`config.mk`:
```
export PLATFORM = sky130hd
export DESIGN_NAME = sub16_serial
export DESIGN_NICKNAME = d
export VERILOG_FILES = /design/src/rtl/sub16_serial.sv
export SDC_FILE = /design/constraint.sdc
export NUM_CORES = 1
export LEC_CHECK = 0
export BUFFER_PORTS_ARGS = -buffer_cell sky130_fd_sc_hd__buf_2
export CORE_MARGIN = 2
export CORE_UTILIZATION = 54
export DETAILED_ROUTE_END_ITERATION = 10
export PLACE_DENSITY = 0.82
export SYNTH_ARGS = -nofsm -noshare
export SYNTH_HDL_FRONTEND = slang
export SYNTH_SLANG_ARGS = --single-unit
```
`constraint.sdc`:
```
create_clock -name CLK -period 3.2 [get_ports CLK]
set_input_delay 0.16 -clock CLK [delete_from_list [all_inputs] [get_ports CLK]]
set_output_delay 0.16 -clock CLK [all_outputs]
set_load 0.02 [all_outputs]
```
`src/rtl/sub16_serial.sv`:
```
// Serial 16-bit subtractor: A - B - Bin, processed STEP_W bits per cycle, LSB slice first.
// Results (Diff, Bout, Zero, Ovf) are registered and held until the next completion.
module sub16_serial #(
    parameter int unsigned STEP_W = 4
) (
    input  logic        CLK,
    input  logic        RST,
    input  logic        Start,
    input  logic [15:0] A,
    input  logic [15:0] B,
    input  logic        Bin,
    output logic        Busy,
    output logic        Done,
    output logic [15:0] Diff,
    output logic        Bout,
    output logic        Zero,
    output logic        Ovf
);

    localparam int unsigned N        = 16 / STEP_W;
    localparam int unsigned CntW     = (N > 1) ? $clog2(N) : 1;
    localparam logic [CntW-1:0] LastStep = CntW'(N - 1);

    typedef enum logic [1:0] {
        StIdle,
        StRun,
        StDone
    } state_e;

    state_e          state_q, state_d;
    logic [15:0]     a_sh_q, a_sh_d;
    logic [15:0]     b_sh_q, b_sh_d;
    logic [15:0]     acc_q, acc_d;
    logic            a_msb_q, a_msb_d;
    logic            b_msb_q, b_msb_d;
    logic            borrow_q, borrow_d;
    logic [CntW-1:0] step_q, step_d;
    logic [15:0]     diff_q, diff_d;
    logic            bout_q, bout_d;
    logic            zero_q, zero_d;
    logic            ovf_q, ovf_d;

    logic [STEP_W:0] slice_res;
    logic [15:0]     slice_ext;
    logic [15:0]     acc_next;

    // One slice of borrow-propagating subtraction; the top bit of slice_res is the borrow out.
    always_comb begin
        slice_res = {1'b0, a_sh_q[STEP_W-1:0]} - {1'b0, b_sh_q[STEP_W-1:0]}
                    - {{STEP_W{1'b0}}, borrow_q};
        slice_ext = 16'(slice_res[STEP_W-1:0]) << (16 - STEP_W);
        acc_next  = (acc_q >> STEP_W) | slice_ext;
    end

    always_comb begin
        state_d  = state_q;
        a_sh_d   = a_sh_q;
        b_sh_d   = b_sh_q;
        acc_d    = acc_q;
        a_msb_d  = a_msb_q;
        b_msb_d  = b_msb_q;
        borrow_d = borrow_q;
        step_d   = step_q;
        diff_d   = diff_q;
        bout_d   = bout_q;
        zero_d   = zero_q;
        ovf_d    = ovf_q;

        case (state_q)
            StIdle, StDone: begin
                if (Start) begin
                    a_sh_d   = A;
                    b_sh_d   = B;
                    a_msb_d  = A[15];
                    b_msb_d  = B[15];
                    borrow_d = Bin;
                    acc_d    = 16'h0000;
                    step_d   = '0;
                    state_d  = StRun;
                end else begin
                    state_d = StIdle;
                end
            end
            StRun: begin
                a_sh_d   = a_sh_q >> STEP_W;
                b_sh_d   = b_sh_q >> STEP_W;
                borrow_d = slice_res[STEP_W];
                acc_d    = acc_next;
                step_d   = step_q + CntW'(1);
                if (step_q == LastStep) begin
                    state_d = StDone;
                    step_d  = '0;
                    diff_d  = acc_next;
                    bout_d  = slice_res[STEP_W];
                    zero_d  = (acc_next == 16'h0000);
                    // Operands of differing sign overflow when the result sign departs from A.
                    ovf_d   = (a_msb_q != b_msb_q) && (acc_next[15] != a_msb_q);
                end
            end
            default: begin
                state_d = StIdle;
            end
        endcase
    end

    always_ff @(posedge CLK) begin
        if (RST) begin
            state_q  <= StIdle;
            a_sh_q   <= 16'h0000;
            b_sh_q   <= 16'h0000;
            acc_q    <= 16'h0000;
            a_msb_q  <= 1'b0;
            b_msb_q  <= 1'b0;
            borrow_q <= 1'b0;
            step_q   <= '0;
            diff_q   <= 16'h0000;
            bout_q   <= 1'b0;
            zero_q   <= 1'b1;
            ovf_q    <= 1'b0;
        end else begin
            state_q  <= state_d;
            a_sh_q   <= a_sh_d;
            b_sh_q   <= b_sh_d;
            acc_q    <= acc_d;
            a_msb_q  <= a_msb_d;
            b_msb_q  <= b_msb_d;
            borrow_q <= borrow_d;
            step_q   <= step_d;
            diff_q   <= diff_d;
            bout_q   <= bout_d;
            zero_q   <= zero_d;
            ovf_q    <= ovf_d;
        end
    end

    assign Busy = (state_q == StRun);
    assign Done = (state_q == StDone);
    assign Diff = diff_q;
    assign Bout = bout_q;
    assign Zero = zero_q;
    assign Ovf  = ovf_q;

endmodule

```
### Word-level counts from Yosys, hierarchy flattened

Cells that the tools add are included.

* register bits after elaboration: 74
* input port bits: 36
* output and inout port bits: 21
* word-level logic and storage cells: 45

* add/subtract/negate cells: 3
* eq/ne operators: 7
* muxes and demuxes: 14
* bitwise operators: 1
* reduce and logical (&&, ||, !) cells: 8

Operators with widths (count)
* $pmux 16 s2: 3
* $mux 16: 3
* $logic_not 16->1: 1
* $or 12x16->16: 1
* $pmux 2 s2: 2
* $mux 2: 3
* $reduce_and 2->1: 3
* $sub 4x4->5: 1
* $sub 5x1->5: 1
* $eq 2x2->1 const B: 2
* $add 2x1->2 const B: 1
* $eq 2x1->1 const B: 1
* $logic_not 2->1: 1
* $mux 1: 2
* $ne 1x1->1: 2
* $ne 2x1->1 const B: 1
* $ne 2x2->1 const B: 1
* $pmux 1 s2: 1
* $reduce_bool 2->1: 1
* $reduce_or 2->1: 1
* $logic_and 1x1->1: 1

### Logic depth before layout (Yosys ltp)

* depth in word-level cells: 5
* mapped depth: 8
* depth with buffers taken out: 8

### Worst setup path after synthesis

OpenSTA, ideal clock, no wires.

* path type: register -> register
* start point: reg b_sh_q[0]
* end point: reg ovf_q, in the netlist Ovf
* setup time: 88 ps
* data arrival time: 2127 ps
* required time: 3112 ps
* path slack: 985 ps
* stages on the path, launching flop included: 9
* buffers on the path: 0
* period minus slack after synthesis: 2215 ps
* cells stage by stage: dfxtp_1 > inv_1 > fa_1 > inv_1 > ha_1 > o21a_1 > or3_4 > a211o_1 > a311oi_2

* word-level cells in the longest chain between the ends: 5

Ends and longest elaborated chain
* from (decl): line 32 `logic [15:0] b_sh_q, b_sh_d;`
* from (signal assigned): line 123 `b_sh_q <= b_sh_d;`
* $sub 4x4->5: line 49 `slice_res = {1'b0, a_sh_q[STEP_W-1:0]} - {1'b0, b_sh_q[STEP_W-1:0]}`
* $sub 5x1->5: line 50 `- {{STEP_W{1'b0}}, borrow_q};`
* $or 12x16->16: line 52 `acc_next = (acc_q >> STEP_W) | slice_ext;`
* $ne 1x1->1: line 97 `ovf_d = (a_msb_q != b_msb_q) && (acc_next[15] != a_msb_q);`
* $logic_and 1x1->1: line 97
* to (signal assigned): line 132 `ovf_q <= ovf_d;`
* to (decl): line 41 `logic ovf_q, ovf_d;`

Every way passes these cells.
A chain may end at the register's enable or synchronous reset.

### Final worst setup path

Ends and elaborated chain as after synthesis.

==> results.md <==
* Status: finished, final reports clean
* LEAKAGE at between 0.001 and 0.0015 uW
* RR Endpoint: Ovf
* Final ANT Viol Nets at 0
* CP Class: flop to flop
* CTS buffer count at 9
* Hold path start: A[12]
* Post-synth EDFFs at 0
* Max incr delay on CP at 0.55 ns
* Area growth syn-to-layout at 18.12%
* Fin area at about 0.0034 mm^2
* XOR/XNOR Fraction of Synth Area at 0.009146
* Post-DP HPWL at 4123 um
* Slowest CP cell: fa_1
* Adder-cell share of the synthesized area at 0.04443
* Mux cell area share after synthesis at 0
* Yosys reg bits at 70
* Clk_skew at 0.006588 ns
* Initial drt markers at 184
* WL final at between 6000 and 7000 um
* Hold Path Stages at 3
* Hold Fails Final Rpt at 0
* RSZ-0062 raised after global routing: false
* Cts hold-fix bufs at 0
* Die Wd at 76.94 um
* CP Max Fanout at 5
* Post-CTS setup buffer count at 0
* Crit path arrival time at 2.65 ns
* Vias per cell at 5.416
* Synth Area per Inst at roughly 8.2 um^2
* Compound-Gate Fraction of Synth Area at 0.1864
* Pwr per Cell Area at 598.6 mW/mm^2
* Top Ports at 57
* VDD IR max at 0.4169 mV
* Number of global-route vias before repair at 2336
* Max_cap viols at 0
* Power, Total at 2031 uW
* Post-Synthesis Cells at ~350
* Final Wtd Congestion at 0.8396
* Synth top area cells: dfxtp_1 49%, nand2_1 11%, nor2_1 7.3%, a311oi_1 7.3%, a22oi_1 4.4%
* Diode count at 0
* CTS root buf: clkbuf_8
* Mapped Area at 0.002873 mm^2
* Netlist cell types at 33
* Largest family of logic cells by synthesized area: simple AND/OR/NAND/NOR gates
* Area share of the largest cell type after synthesis at 0.4878
* Worst R2R Path Depth at 8
* Setup TNS at 0 ns
* Fraction of layout cells with a size suffix above 1 at 0.2055
* Worst Tran Pin Value at 0.9230 ns
* Inst Count DP at 453
* Delay-heaviest family, CP: compound AO/OA/AOI/OAI gates
* Area after DPL at 0.003171 mm^2
* Top-count cell post-synth: nand2_1
* Synth warnings at 0
* # setup viols final at 0
* RR Startpoint: b_sh_q[0]
* Die Footprint at 0.005919 mm^2
* CP startpoint kind: flop
* First-pass iteration count of the detailed router at 4
* Post-CTS Resized at 0
* Worst path buffer plus inverter count at 2
* Post-route DRC violation count at 0
* WL per Instance at approximately 13 um
* Synth cell count leaders: 81 x nand2_1, 70 x dfxtp_1, 56 x nor2_1
* Worst min-delay path class: primary input to flop
* R2R setup slack at 0.81 ns
* Pin count of the biggest net entering global routing at 52
* Post-layout instance count excluding filler cells at 469
* Max clock buf depth at 2
* Std cell rows at 26
* Initial antenna violation count at 0
* Die Span Y at 76.94 um
* Port bufs at 56
* First-pass GRT wire length at 10510 um
* Synth Net Count at just under 400
* Core footprint at 0.005107 mm^2
* Crit-path cells: inv_1 > fa_1 > inv_1 > ha_1 > o21a_1 > or3_4 > a211o_1 > a311oi_2
* CTS tree: done
* Crit path required time at 3.46 ns
* Crit. End Element: flop
* Max-slew violation count at 0
* Minimum clock period at between 2 and 2.5 ns
* Clock slew at reported path FFs at 0.07 ns
* Vias at 2540
* Crit path depth at 8
* GRT Total Usage at 0.2208
* Worst slew margin at 0.3846
* Tcrit/Tclk final at 0.7458
* Most used flip-flop cell after synthesis: dfxtp_1
* Layout Nets at roughly 440
* Async set-reset flop share out of synthesis at 0
* Grt ovf at 0
* Hold endpoint: a_sh_q[12]
* CTS H-tree depth at 3
* Final Core Density at 0.6644
* Clk_lat worst skew at 0.35 ns
* Cell taking the most area after synthesis: dfxtp_1
* Initial Util at 0.5625
* Fmax at 419.0 MHz
* Most frequent CP cell: inv_1
* TritonCTS Sinks at 70
* Register area share after synthesis at 0.4878
* Post-synthesis simple-gate area fraction at 0.2186
how the worst max path moves through the flow:
stage | startpoint | endpoint | slack, ns
final | b_sh_q[0] | Ovf | 0.81
after global routing | b_sh_q[0] | Ovf | 0.74
after CTS | b_sh_q[0] | Ovf | 0.84
after detailed placement | b_sh_q[0] | Ovf | 0.87
after global placement | b_sh_q[0] | Ovf | 0.93
after floorplan | b_sh_q[0] | Ovf | 0.98
worst register-to-register path: stages (launching register included):
cell,delay [ns]
dfxtp_1,0.33
inv_1,0.05
fa_1,0.55
inv_1,0.07
ha_1,0.18
o21a_1,0.19
or3_4,0.35
a211o_1,0.31
a311oi_2,0.27
per-stage QoR:
step,hold slack (ns),setup slack [ns]
global route,0.06207,0.7434
finish,0.05763,0.8135
detailed placement,0.4205,0.8718
global placement,0.4077,0.9256
floorplan,0.3186,0.9849
CTS,0.05242,0.8371
logic make-up after synthesis:
logic type,count (synthesis)
buffers and inverters,38
AOI/OAI and AO/OA,74
DFF,70
xor gates and xnor gates,3
and+or+nand+nor,155
adders and majority gates,9
flip-flops by register name, indices dropped and copies added (netlist names):
register / cells
Diff: 16
a_sh_q: 16
b_sh_q: 16
acc_q: 12
state_q: 2
step_q: 2
Bout: 1
Ovf: 1
Zero: 1
a_msb_q: 1
b_msb_q: 1
borrow_q: 1
cell usage in the layout, fill, tap and decap left out, types with 3 or more instances in the layout:
cell | netlist | layout
a211oi_1 | 4 | 4
dfxtp_1 | 70 | 70
a21oi_1 | 23 | 23
a311oi_1 | 24 | 24
clkbuf_8 | 0 | 10
nand3_1 | 3 | 3
nand2_1 | 81 | 81
nor3_1 | 3 | 3
buf_4 | 1 | 5
buf_2 | 6 | 56
inv_1 | 10 | 10
ha_1 | 7 | 7
a22oi_1 | 17 | 17
nor2_1 | 56 | 56
cell type report:
cell class              instances  area [um^2]
flip-flops and latches         70         1401
clock inverters                 6        85.08
well taps                      70        87.58
fillers                       428         1714
repair buffers                 61        317.8
inverters                      11        41.29
multi-input cells             241         1323
clock buffers                  10        137.6
per-layer routing:
layer | GRT usage | vias to the layer above | share of wire
met4 | 0.1145 | 0 | 0.024
met5 | 0 | - | 0
met1 | 0.2968 | 1167 | 0.46
met3 | 0.04000 | 20 | 0.053
li1 | - | 1276 | -
met2 | 0.3395 | 77 | 0.46
report_power, final:
group | switching, uW | internal, uW
combinational | 172 | 117
clock | 334 | 457
sequential | 32.1 | 920
total | 538 | 1490
Power figures use the tool's default switching activity.
